--- src/rtl/vga_rx.sv ---
// VGA timing receiver: registers incoming sync/RGB, recovers the sample and
// line position from the sync trailing edges, measures line/frame lengths,
// locks to the expected mode and emits X/Y/DE/PIXEL two samples after capture.
module vga_rx #(
    parameter int H_BACK      = 48,
    parameter int H_ACTIVE    = 640,
    parameter int H_TOTAL_EXP = 800,
    parameter int V_BACK      = 33,
    parameter int V_ACTIVE    = 480,
    parameter int V_TOTAL_EXP = 525,
    parameter bit SYNC_POL    = 1'b0,
    parameter int LOCK_FRAMES = 2
) (
    input  logic        CLK,
    input  logic        RESET_N,
    input  logic        HS,
    input  logic        VS,
    input  logic [3:0]  RED,
    input  logic [3:0]  GREEN,
    input  logic [3:0]  BLUE,
    output logic [9:0]  X,
    output logic [9:0]  Y,
    output logic        DE,
    output logic [11:0] PIXEL,
    output logic        FRAME_START,
    output logic        LOCKED,
    output logic [10:0] H_TOTAL,
    output logic [10:0] V_TOTAL
);

    localparam logic [10:0] H_BEG  = 11'(H_BACK);
    localparam logic [10:0] H_END  = 11'(H_BACK + H_ACTIVE);
    localparam logic [10:0] V_BEG  = 11'(V_BACK);
    localparam logic [10:0] V_END  = 11'(V_BACK + V_ACTIVE);
    localparam logic [10:0] H_EXP  = 11'(H_TOTAL_EXP);
    localparam logic [10:0] V_EXP  = 11'(V_TOTAL_EXP);
    localparam logic [10:0] CNT_MAX = 11'h7ff;
    localparam logic [3:0]  LOCK_N = 4'(LOCK_FRAMES);

    typedef enum logic [1:0] {ST_IDLE, ST_ACQUIRE, ST_LOCKED} state_t;

    // Increment that sticks at the 11-bit ceiling instead of wrapping.
    function automatic logic [10:0] sat_inc(input logic [10:0] a);
        return (a == CNT_MAX) ? CNT_MAX : a + 11'd1;
    endfunction

    logic        hs_p0, vs_p0, hs_p1, vs_p1;
    logic [11:0] rgb_p0, rgb_p1;
    logic [10:0] h, v;
    logic        line_err;
    state_t      state;
    logic [3:0]  good_cnt;

    logic        hs_trail, vs_trail;
    logic [10:0] h_len, v_len, h_next;
    logic        line_bad, frame_good, sat_now, vld_p1;

    // Stage p0/p1: sync lines; reset to the idle level so no phantom edge appears after reset.
    always_ff @(posedge CLK or negedge RESET_N) begin
        if (!RESET_N) begin
            hs_p0 <= ~SYNC_POL;
            vs_p0 <= ~SYNC_POL;
            hs_p1 <= ~SYNC_POL;
            vs_p1 <= ~SYNC_POL;
        end else begin
            hs_p0 <= HS;
            vs_p0 <= VS;
            hs_p1 <= hs_p0;
            vs_p1 <= vs_p0;
        end
    end

    // Stage p0/p1: pixel data follows the sync pipeline without reset.
    always_ff @(posedge CLK) begin
        rgb_p0 <= {RED, GREEN, BLUE};
        rgb_p1 <= rgb_p0;
    end

    // Edge detection, measured lengths and the per-frame verdict for the sample now in p0.
    always_comb begin
        hs_trail   = (hs_p1 == SYNC_POL) && (hs_p0 != SYNC_POL);
        vs_trail   = (vs_p1 == SYNC_POL) && (vs_p0 != SYNC_POL);
        h_len      = sat_inc(h);
        v_len      = sat_inc(v);
        line_bad   = hs_trail && (h_len != H_EXP);
        frame_good = !line_err && !line_bad && (v_len == V_EXP);
        h_next     = hs_trail ? 11'd0 : h_len;
        sat_now    = (h_next == CNT_MAX);
        vld_p1     = (state == ST_LOCKED) && (h >= H_BEG) && (h < H_END) &&
                     (v >= V_BEG) && (v < V_END);
    end

    // Position counters, length measurement and the line-error flag for the current frame.
    always_ff @(posedge CLK or negedge RESET_N) begin
        if (!RESET_N) begin
            h        <= '0;
            v        <= '0;
            H_TOTAL  <= '0;
            V_TOTAL  <= '0;
            line_err <= 1'b0;
        end else begin
            h <= h_next;
            if (vs_trail)
                v <= '0;
            else if (hs_trail)
                v <= v_len;
            if (hs_trail)
                H_TOTAL <= h_len;
            if (vs_trail)
                V_TOTAL <= v_len;
            line_err <= vs_trail ? 1'b0 : (line_err | line_bad);
        end
    end

    // Lock state machine, evaluated once per frame; a dead HS line forces a restart.
    always_ff @(posedge CLK or negedge RESET_N) begin
        if (!RESET_N) begin
            state    <= ST_IDLE;
            good_cnt <= '0;
        end else if (sat_now) begin
            state    <= ST_IDLE;
            good_cnt <= '0;
        end else if (vs_trail) begin
            case (state)
                ST_IDLE: begin
                    state    <= ST_ACQUIRE;
                    good_cnt <= '0;
                end
                ST_ACQUIRE: begin
                    if (frame_good) begin
                        good_cnt <= good_cnt + 4'd1;
                        if ((good_cnt + 4'd1) == LOCK_N)
                            state <= ST_LOCKED;
                    end else begin
                        good_cnt <= '0;
                    end
                end
                ST_LOCKED: begin
                    if (!frame_good) begin
                        state    <= ST_ACQUIRE;
                        good_cnt <= '0;
                    end
                end
                default: begin
                    state    <= ST_IDLE;
                    good_cnt <= '0;
                end
            endcase
        end
    end

    // Stage p2: registered outputs; coordinates and pixel hold outside the active window.
    always_ff @(posedge CLK or negedge RESET_N) begin
        if (!RESET_N) begin
            X           <= '0;
            Y           <= '0;
            DE          <= 1'b0;
            PIXEL       <= '0;
            FRAME_START <= 1'b0;
            LOCKED      <= 1'b0;
        end else begin
            LOCKED      <= (state == ST_LOCKED);
            DE          <= vld_p1;
            FRAME_START <= vld_p1 && (h == H_BEG) && (v == V_BEG);
            if (vld_p1) begin
                X     <= 10'(h - H_BEG);
                Y     <= 10'(v - V_BEG);
                PIXEL <= rgb_p1;
            end
        end
    end

endmodule
--- config.mk ---
export PLATFORM = sky130hd
export DESIGN_NAME = vga_rx
export DESIGN_NICKNAME = d
export VERILOG_FILES = /design/src/rtl/vga_rx.sv
export SDC_FILE = /design/constraint.sdc
export NUM_CORES = 1
export LEC_CHECK = 0
export BUFFER_PORTS_ARGS = -buffer_cell sky130_fd_sc_hd__buf_2
export CAP_MARGIN = 20
export CORE_MARGIN = 1
export CORE_UTILIZATION = 55
export DETAILED_ROUTE_END_ITERATION = 6
export PLACE_DENSITY_LB_ADDON = 0.3
export SLEW_MARGIN = 30
export SYNTH_ARGS = -nofsm -noshare
export SYNTH_HDL_FRONTEND = slang
export SYNTH_SLANG_ARGS = --single-unit
--- constraint.sdc ---
create_clock -name CLK -period 3.9 [get_ports CLK]
set_clock_uncertainty 0.1 [all_clocks]
set_input_delay 0.195 -clock CLK [delete_from_list [all_inputs] [get_ports CLK]]
set_output_delay 0.195 -clock CLK [all_outputs]
set_load 0.005 [all_outputs]
==> results of run 1 <==
==> final cells by class <==
cell class,instances,area [sq um]
multi-input cells,309,1981
inverters,9,33.78
clock buffers,19,442.9
well taps,108,135.1
clock inverters,13,175.2
repair buffers,92,550.5
fillers,667,2623
flip-flops and latches,114,2738
==> registers in the layout, summed over array words and instances, names as in the netlist, 2 cells and up <==
name      count
Y            10
h            11
V_TOTAL      11
good_cnt      4
H_TOTAL      11
X            10
rgb_p1       12
state         2
rgb_p0       12
PIXEL        12
v            11
==> worst max-delay path: cells and delay by family (launching register included) <==
kind,cells,cell delay [ns]
compound gates,2,0.37
xor+xnor,1,0.21
fa+ha+maj,1,0.34
flops,1,0.47
simple gates,4,1.52
==> repair_timing <==
action / 4_1_cts / 5_1_grt
endpoints found under the setup margin: 0 / 0
hold buffers: 15 / 0
endpoints found under the hold margin: 71 / 0
==> cell families (layout without fill, tap and decap cells) <==
group	Yosys count	count (layout)
buffers and inverters	40	133
adder cells (fa/ha/maj)	8	8
flip-flops	114	114
multiplexers	21	21
AO/OA/AOI/OAI	91	91
AND/OR/NAND/NOR	165	165
XOR/XNOR	24	24
==> how the worst max path moves through the flow <==
stage	from	to	slack (ns)
floorplan	h[0]$_DFF_PN0_	state[1]$_DFFE_PN0P_	1.05
global placement	h[0]$_DFF_PN0_	state[1]$_DFFE_PN0P_	0.96
detailed placement	h[0]$_DFF_PN0_	state[1]$_DFFE_PN0P_	0.81
CTS	h[0]$_DFF_PN0_	state[1]$_DFFE_PN0P_	0.80
global route	h[0]$_DFF_PN0_	state[1]$_DFFE_PN0P_	0.64
finish	h[0]$_DFF_PN0_	state[1]$_DFFE_PN0P_	0.80
==> cells in the mapped netlist, types with 2 or more instances <==
| cell type | number | area share (%) |
|---|---|---|
| nor2_1 | 62 | 4.8 |
| inv_1 | 9 | 0.69 |
| and2_1 | 5 | 0.64 |
| o2bb2ai_1 | 2 | 0.36 |
| a21oi_1 | 21 | 2.1 |
| a31o_2 | 2 | 0.36 |
| nand2b_1 | 7 | 0.90 |
| buf_2 | 7 | 0.72 |
| a311oi_1 | 3 | 0.54 |
| nand4b_1 | 2 | 0.36 |
| and4_1 | 4 | 0.72 |
| o21ai_0 | 27 | 2.8 |
| nor4_1 | 3 | 0.38 |
| nor2b_1 | 5 | 0.64 |
| nand4_1 | 9 | 1.2 |
| xor2_1 | 10 | 1.8 |
| buf_6 | 3 | 0.69 |
| nand2_1 | 30 | 2.3 |
| dfxtp_1 | 24 | 9.8 |
| or4_1 | 3 | 0.46 |
| and3_1 | 5 | 0.64 |
| ha_1 | 8 | 2.0 |
| a31oi_1 | 11 | 1.4 |
| xnor2_1 | 14 | 2.5 |
| nand3_1 | 10 | 1.0 |
| a41oi_1 | 2 | 0.36 |
| a211oi_1 | 6 | 0.92 |
| nor3_1 | 10 | 1.0 |
| dfrtp_1 | 86 | 44 |
| a211o_1 | 5 | 0.90 |
| mux2_2 | 21 | 4.8 |
| clkbuf_1 | 19 | 1.5 |
| a21o_1 | 2 | 0.31 |
| dfstp_2 | 4 | 2.1 |
==> cells in the final DEF, fill, tap and decap left out, types with 4 or more instances in the layout <==
cell type      Yosys  layout
dfxtp_1           24      24
nand3_1           10      10
inv_1              9       9
nor3_1            10      10
nand2b_1           7       7
a31oi_1           11      11
ha_1               8       8
a211oi_1           6       6
buf_2              7      71
dfstp_2            4       4
clkbuf_16          0      17
and4_1             4       4
and3_1             5       5
dfrtp_1           86      86
xor2_1            10      10
mux2_2            21      21
a21oi_1           21      20
nand2_1           30      30
a211o_1            5       5
nand4_1            9       9
clkinv_4           0       5
and2_1             5       5
nor2_1            62      62
buf_4              1       6
xnor2_1           14      14
nor2b_1            5       4
o21ai_0           27      27
dlygate4sd3_1      0      15
==> through the flow <==
| step | std cells | hold WS (ns) | total power, mW |
|---|---|---|---|
| floorplan | 463 | -0.2006 | 1.474 |
| CTS | 664 | 0.1860 | 3.174 |
| detailed placement | 617 | 0.1986 | 1.563 |
| global placement | 617 | 0.1971 | 1.555 |
| global route | 664 | 0.1981 | 3.266 |
| finish | 664 | 0.1768 | 3.152 |
==> layer usage <==
metal  up-vias  routed length [um]
met5         -                   0
met4         0                 165
met3        15                 731
met2       110                4997
met1      1772                4786
li1       1795                   -
==> power groups by stage <==
stage	clock network, mW	logic (mW)	registers (mW)
CTS	1.62	0.247	1.31
finish	1.60	0.246	1.31
global placement	0	0.231	1.32
floorplan	0	0.169	1.30
detailed placement	0	0.232	1.33
global route	1.67	0.279	1.32
==> flow_results.xml, run 1 <==
<?xml version="1.0" encoding="UTF-8"?>
<metrics>
  <group name="outcome">
    <metric name="status" unit="">finished clean</metric>
  </group>
  <group name="die">
    <metric name="initial_utilization" unit="%">56.34</metric>
    <metric name="fp-row-count" unit="">34</metric>
    <metric name="floorplan.die.height" unit="um">96.29</metric>
    <metric name="placeableCoreArea" unit="sq um">8678</metric>
    <metric name="die_area" unit="sq um">9272</metric>
    <metric name="floorplan.die.width" unit="um">96.29</metric>
    <metric name="floorplan.io_pins" unit="">73</metric>
  </group>
  <group name="yosys">
    <metric name="async_reset_ff_share" unit="%">78.95</metric>
    <metric name="synth_compound_area_share" unit="%">12.18</metric>
    <metric name="syn-mean-instance-area" unit="sq um">10.56</metric>
    <metric name="post_synth_fa_ha_maj_area_fraction" unit="%">2.047</metric>
    <metric name="synth_xor_xnor_area_share" unit="%">4.299</metric>
    <metric name="postSynthCellCount" unit="">463</metric>
    <metric name="synth.lib_cells_used.distinct" unit="">56</metric>
    <metric name="synth_edf_count" unit="">0</metric>
    <metric name="yosysSeqAreaShare" unit="%">55.99</metric>
    <metric name="synthSimpleGateAreaFrac" unit="%">16.86</metric>
    <metric name="largest_family_of_logic_cells_by_synthesized_area" unit="">simple AND/OR/NAND/NOR gates</metric>
    <metric name="synth_mux_area_share" unit="%">4.836</metric>
    <metric name="ys_ff_latch" unit="">114</metric>
    <metric name="synth_top_flop_cell" unit="">dfrtp_1</metric>
    <metric name="netlist_area" unit="sq um">4890</metric>
    <metric name="yosysWarnings" unit="">0</metric>
    <metric name="synthesis.nets" unit="">487</metric>
  </group>
  <group name="global_routing">
    <metric name="grt_util_met1" unit="%">33.64</metric>
    <metric name="grt_first_pass_wirelength" unit="um">17370</metric>
    <metric name="grt_pass1_vias" unit="">3561</metric>
    <metric name="grt_util_all_layers" unit="%">25.28</metric>
    <metric name="layer_carrying_the_most_global_route_usage" unit="">met2</metric>
    <metric name="global_route.usage.met2" unit="%">38.42</metric>
    <metric name="grtUsageMet3" unit="%">8.294</metric>
    <metric name="grt_start_max_net_pins" unit="">61</metric>
    <metric name="grt_remaining_overflow" unit="">0</metric>
    <metric name="grt_antenna_before_repair" unit="">0</metric>
  </group>
  <group name="cts">
    <metric name="cts-root-buf" unit="">clkbuf_8</metric>
    <metric name="number_of_clock_buffers_inserted_by_tritoncts" unit="">17</metric>
    <metric name="clock_latency" unit="ns">0.52</metric>
    <metric name="cts_tree" unit="">done</metric>
    <metric name="clk_pin_slew" unit="ns">0.06</metric>
    <metric name="ctsResizeCount" unit="">0</metric>
    <metric name="clock_sink_count" unit="">114</metric>
    <metric name="post_cts_setup_repair_buffer_count" unit="">0</metric>
    <metric name="htree_levels" unit="">4</metric>
    <metric name="clockBufferDepth" unit="">2</metric>
  </group>
  <group name="route">
    <metric name="drt_first_pass_iters" unit="">4</metric>
    <metric name="routed_wl" unit="um">10680</metric>
    <metric name="antenna_left" unit="">0</metric>
    <metric name="vias" unit="">3692</metric>
    <metric name="remaining_drc_errors" unit="">0</metric>
    <metric name="routedWlPerCell" unit="um">16.08</metric>
    <metric name="drt-initial-drc-count" unit="">245</metric>
    <metric name="route.detailed.vias_per_inst" unit="">5.560</metric>
  </group>
  <group name="critical_path">
    <metric name="timing.rr.end" unit="">state[1]$_DFFE_PN0P_</metric>
    <metric name="path_max_fanout" unit="">8</metric>
    <metric name="cpPeakStageDelay" unit="ns">0.59</metric>
    <metric name="critPathKind" unit="">flop to flop</metric>
    <metric name="cp.arrival" unit="ns">3.44</metric>
    <metric name="r2r_start" unit="">h[0]$_DFF_PN0_</metric>
    <metric name="worst-r2r-cell-count" unit="">8</metric>
    <metric name="cp_cell_sequence" unit="">ha_1 &gt; nand4_2 &gt; xnor2_1 &gt; nor3_1 &gt; a41oi_2 &gt; or4_4 &gt; or4_1 &gt; a21oi_1</metric>
    <metric name="endpoint_kind" unit="">flop</metric>
    <metric name="critPathLaunchType" unit="">flop</metric>
    <metric name="cp.required" unit="ns">4.24</metric>
    <metric name="cpMaxStageDelayCell" unit="">or4_4</metric>
    <metric name="rrSetupSlack" unit="ns">0.80</metric>
  </group>
  <group name="pwr">
    <metric name="combPwrFrac" unit="%">7.8</metric>
    <metric name="power_per_cell_area" unit="nW/um^2">520.5</metric>
    <metric name="switchingPower" unit="uW">780.9</metric>
    <metric name="portion_of_total_power_attributed_to_sequential_cells" unit="%">41.6</metric>
    <metric name="power.leakage" unit="nW">2.877</metric>
    <metric name="ir_drop" unit="mV">0.3311</metric>
    <metric name="switching_share" unit="%">24.77</metric>
    <metric name="internal_power" unit="mW">2.371</metric>
    <metric name="power_frac_clock" unit="%">50.6</metric>
  </group>
  <group name="sta">
    <metric name="unrepaired_setup_endpoints_after_global_routing" unit="">false</metric>
    <metric name="timing_max_transition_violations_final" unit="">0</metric>
    <metric name="layout_setup_ws" unit="ns">0.8042</metric>
    <metric name="setup_violations" unit="">0</metric>
    <metric name="final_min_period_over_clock_period" unit="%">79.38</metric>
    <metric name="worst_slew_margin_rel" unit="%">45.30</metric>
    <metric name="worstMarginPinSlew" unit="ns">0.8206</metric>
    <metric name="period_needed" unit="ns">3.096</metric>
    <metric name="hold_viol" unit="">0</metric>
    <metric name="fmaxAchievable" unit="GHz">0.3230</metric>
    <metric name="finalSetupTns" unit="ns">0</metric>
  </group>
  <group name="placement">
    <metric name="placement.setup.worst_slack" unit="ns">0.8127</metric>
    <metric name="dpl.hpwl" unit="um">6843</metric>
    <metric name="placer_s_final_routability_congestion_estimate" unit="">0.8874</metric>
    <metric name="io_buffer_count" unit="">72</metric>
    <metric name="placement.cell_area" unit="sq um">5288</metric>
  </group>
  <group name="flow_run">
    <metric name="timing.max_cap.violations" unit="">0</metric>
  </group>
  <group name="layout">
    <metric name="syn2layout_area_growth" unit="%">23.85</metric>
    <metric name="antenna_cells" unit="">0</metric>
    <metric name="finalInstanceArea" unit="sq um">6056</metric>
    <metric name="nets" unit="">567</metric>
    <metric name="finish.utilization" unit="%">69.78</metric>
    <metric name="drive_gt1_share" unit="%">26.26</metric>
  </group>
  <group name="worst_hold_path">
    <metric name="timing.hold.worst.class" unit="">input pin to async pin</metric>
  </group>
</metrics>
Note: power is estimated with default switching activity, not from simulation.
==> run 2: changes to the inputs <==
- clock period: 3.9 -> 3.01 ns (I/O delays scaled with it)
==> run 2 against run 1 <==
  * Final cell count up 3.2%
  * Critical path depth up 1
  * Register-to-register slack worse by 0.77 ns
  * Final area up 2.5%
==> flow_results.xml, run 2 (same netlist as run 1, synthesis figures left out) <==
<?xml version="1.0" encoding="UTF-8"?>
<metrics>
  <group name="outcome">
    <metric name="status" unit="">finished clean</metric>
  </group>
  <group name="placement">
    <metric name="io_buffer_count" unit="">72</metric>
    <metric name="dpl.hpwl" unit="um">7267</metric>
    <metric name="placement.setup.worst_slack" unit="ns">0.03852</metric>
    <metric name="placer_s_final_routability_congestion_estimate" unit="">0.9328</metric>
  </group>
  <group name="die">
    <metric name="floorplan.die.width" unit="um">96.29</metric>
    <metric name="die_area" unit="sq um">9272</metric>
    <metric name="initial_utilization" unit="%">56.34</metric>
    <metric name="floorplan.die.height" unit="um">96.29</metric>
    <metric name="fp-row-count" unit="">34</metric>
    <metric name="floorplan.io_pins" unit="">73</metric>
    <metric name="placeableCoreArea" unit="sq um">8678</metric>
  </group>
  <group name="route">
    <metric name="routedWlPerCell" unit="um">16.70</metric>
    <metric name="remaining_drc_errors" unit="">0</metric>
    <metric name="route.detailed.vias_per_inst" unit="">5.669</metric>
    <metric name="vias" unit="">3883</metric>
    <metric name="routed_wl" unit="um">11440</metric>
    <metric name="antenna_left" unit="">0</metric>
    <metric name="drt-initial-drc-count" unit="">340</metric>
    <metric name="drt_first_pass_iters" unit="">5</metric>
  </group>
  <group name="critical_path">
    <metric name="cpPeakStageDelay" unit="ns">0.59</metric>
    <metric name="cp.arrival" unit="ns">3.31</metric>
    <metric name="path_max_fanout" unit="">6</metric>
    <metric name="cpMaxStageDelayCell" unit="">or4_4</metric>
    <metric name="endpoint_kind" unit="">flop</metric>
    <metric name="cp_cell_sequence" unit="">inv_1 &gt; ha_1 &gt; nor3_1 &gt; o2111ai_1 &gt; o41ai_2 &gt; a41oi_2 &gt; or4_4 &gt; or4_1 &gt; a21oi_1</metric>
    <metric name="critPathLaunchType" unit="">flop</metric>
    <metric name="critPathKind" unit="">flop to flop</metric>
    <metric name="worst-r2r-cell-count" unit="">9</metric>
    <metric name="cp.required" unit="ns">3.34</metric>
  </group>
  <group name="cts">
    <metric name="clockBufferDepth" unit="">2</metric>
    <metric name="htree_levels" unit="">4</metric>
    <metric name="clock_sink_count" unit="">114</metric>
    <metric name="cts-root-buf" unit="">clkbuf_8</metric>
    <metric name="clock_latency" unit="ns">0.51</metric>
    <metric name="number_of_clock_buffers_inserted_by_tritoncts" unit="">17</metric>
    <metric name="cts_tree" unit="">done</metric>
    <metric name="clk_pin_slew" unit="ns">0.06</metric>
  </group>
  <group name="layout">
    <metric name="mostFrequentLayoutCells" unit="">dfrtp_1, buf_2, nor2_1, nand2_1, o21ai_0</metric>
    <metric name="finish.utilization" unit="%">71.51</metric>
    <metric name="antenna_cells" unit="">0</metric>
    <metric name="layout.cells.most_common" unit="">dfrtp_1</metric>
    <metric name="nets" unit="">588</metric>
    <metric name="drive_gt1_share" unit="%">30.16</metric>
    <metric name="syn2layout_area_growth" unit="%">26.92</metric>
    <metric name="registers_with_the_highest_flip_flop_counts" unit="">PIXEL: 12 flops, rgb_p0: 12 flops, rgb_p1: 12 flops</metric>
  </group>
  <group name="global_routing">
    <metric name="grt_util_all_layers" unit="%">26.55</metric>
    <metric name="grt_first_pass_wirelength" unit="um">18300</metric>
    <metric name="grt_remaining_overflow" unit="">0</metric>
    <metric name="grt_antenna_before_repair" unit="">0</metric>
    <metric name="grt_start_max_net_pins" unit="">41</metric>
    <metric name="grt_pass1_vias" unit="">3654</metric>
  </group>
  <group name="sta">
    <metric name="worst_slew_margin_rel" unit="%">42.23</metric>
    <metric name="final_min_period_over_clock_period" unit="%">98.82</metric>
    <metric name="period_needed" unit="ns">2.974</metric>
    <metric name="fmaxAchievable" unit="GHz">0.3362</metric>
    <metric name="setup_violations" unit="">0</metric>
    <metric name="hold_viol" unit="">0</metric>
    <metric name="finalSetupTns" unit="ns">0</metric>
    <metric name="worstMarginPinSlew" unit="ns">0.8666</metric>
    <metric name="timing_max_transition_violations_final" unit="">0</metric>
    <metric name="layout_setup_ws" unit="ns">0.03566</metric>
  </group>
  <group name="pwr">
    <metric name="power.leakage" unit="nW">2.961</metric>
    <metric name="totalPowerFinal" unit="mW">3.968</metric>
    <metric name="power_per_cell_area" unit="nW/um^2">639.3</metric>
    <metric name="ir_drop" unit="mV">0.4745</metric>
  </group>
  <group name="flow_run">
    <metric name="timing.max_cap.violations" unit="">0</metric>
  </group>
  <group name="worst_hold_path">
    <metric name="timing.hold.worst.class" unit="">input pin to async pin</metric>
  </group>
</metrics>
[run 2: cell count changes in the layout (fill, tap and decap cells not counted), sizes merged]
cell / change
buf: +21
bufinv: -2
clkinv: +1
inv: +1
[run 2: what timing repair did]
action / CTS / global route
hold buffers: 15 / 0
setup endpoints to repair: 0 / 7
resized for setup: 0 / 8
hold endpoints to repair: 100 / 0
setup buffers: 0 / 1
[run 2: power by group]
group | internal, mW | switching, mW
registers | 1.62 | 0.0591
logic | 0.158 | 0.231
clock network | 1.15 | 0.753
total | 2.93 | 1.04
[run 2: area by class of cell]
class                      instances  area (sq um)
tap                              108         135.1
sequential                       114          2741
fill                             652          2472
clock buffer                      19         441.7
multi-input combinational        309          2008
timing repair buffer             113         720.7
clock inverter                    13         125.1
inverter                           9         33.78
[run 2: layer usage]
layer | vias up | global-route usage (%) | part of all wire (%)
met4 | 0 | 8.578 | 1.5
met5 | - | 0 | 0
met3 | 19 | 8.452 | 7.4
met2 | 141 | 39.42 | 47
met1 | 1874 | 36.99 | 44
li1 | 1849 | - | -
[run 2: final timing paths]
path	from	end	slack (ns)
worst max-delay path	h[0]$_DFF_PN0_	state[1]$_DFFE_PN0P_	0.04
worst min register to register	rgb_p0[11]$_DFF_P_	rgb_p1[11]$_DFF_P_	0.22
worst max register to register	h[0]$_DFF_PN0_	state[1]$_DFFE_PN0P_	0.04
max in group asynchronous	RESET_N	vs_p0$_DFF_PN1_	2.00
worst min-delay path	RESET_N	PIXEL[0]$_DFFE_PN0N_	0.02
min in group CLK	BLUE[0]	rgb_p0[0]$_DFF_P_	0.17
[run 2: critical path, delay by kind of cell, from the launching register on]
kind / cells / cell delay [ns]
DFF: 1 / 0.43
buffers and inverters: 1 / 0.09
and+or+nand+nor: 3 / 1.26
AOI/OAI and AO/OA: 4 / 0.63
adders and majority gates: 1 / 0.38
[run 2: per-stage QoR]
stage | std cells | area, sq um | hold slack [ns]
2_1_floorplan | 463 | 4890 | -0.2451
3_3_place_gp | 637 | 5450 | 0.006153
3_5_place_dp | 637 | 5450 | 0.01547
4_1_cts | 684 | 6167 | 0.01970
5_1_grt | 685 | 6206 | 0.05289
6_report | 685 | 6206 | 0.02080
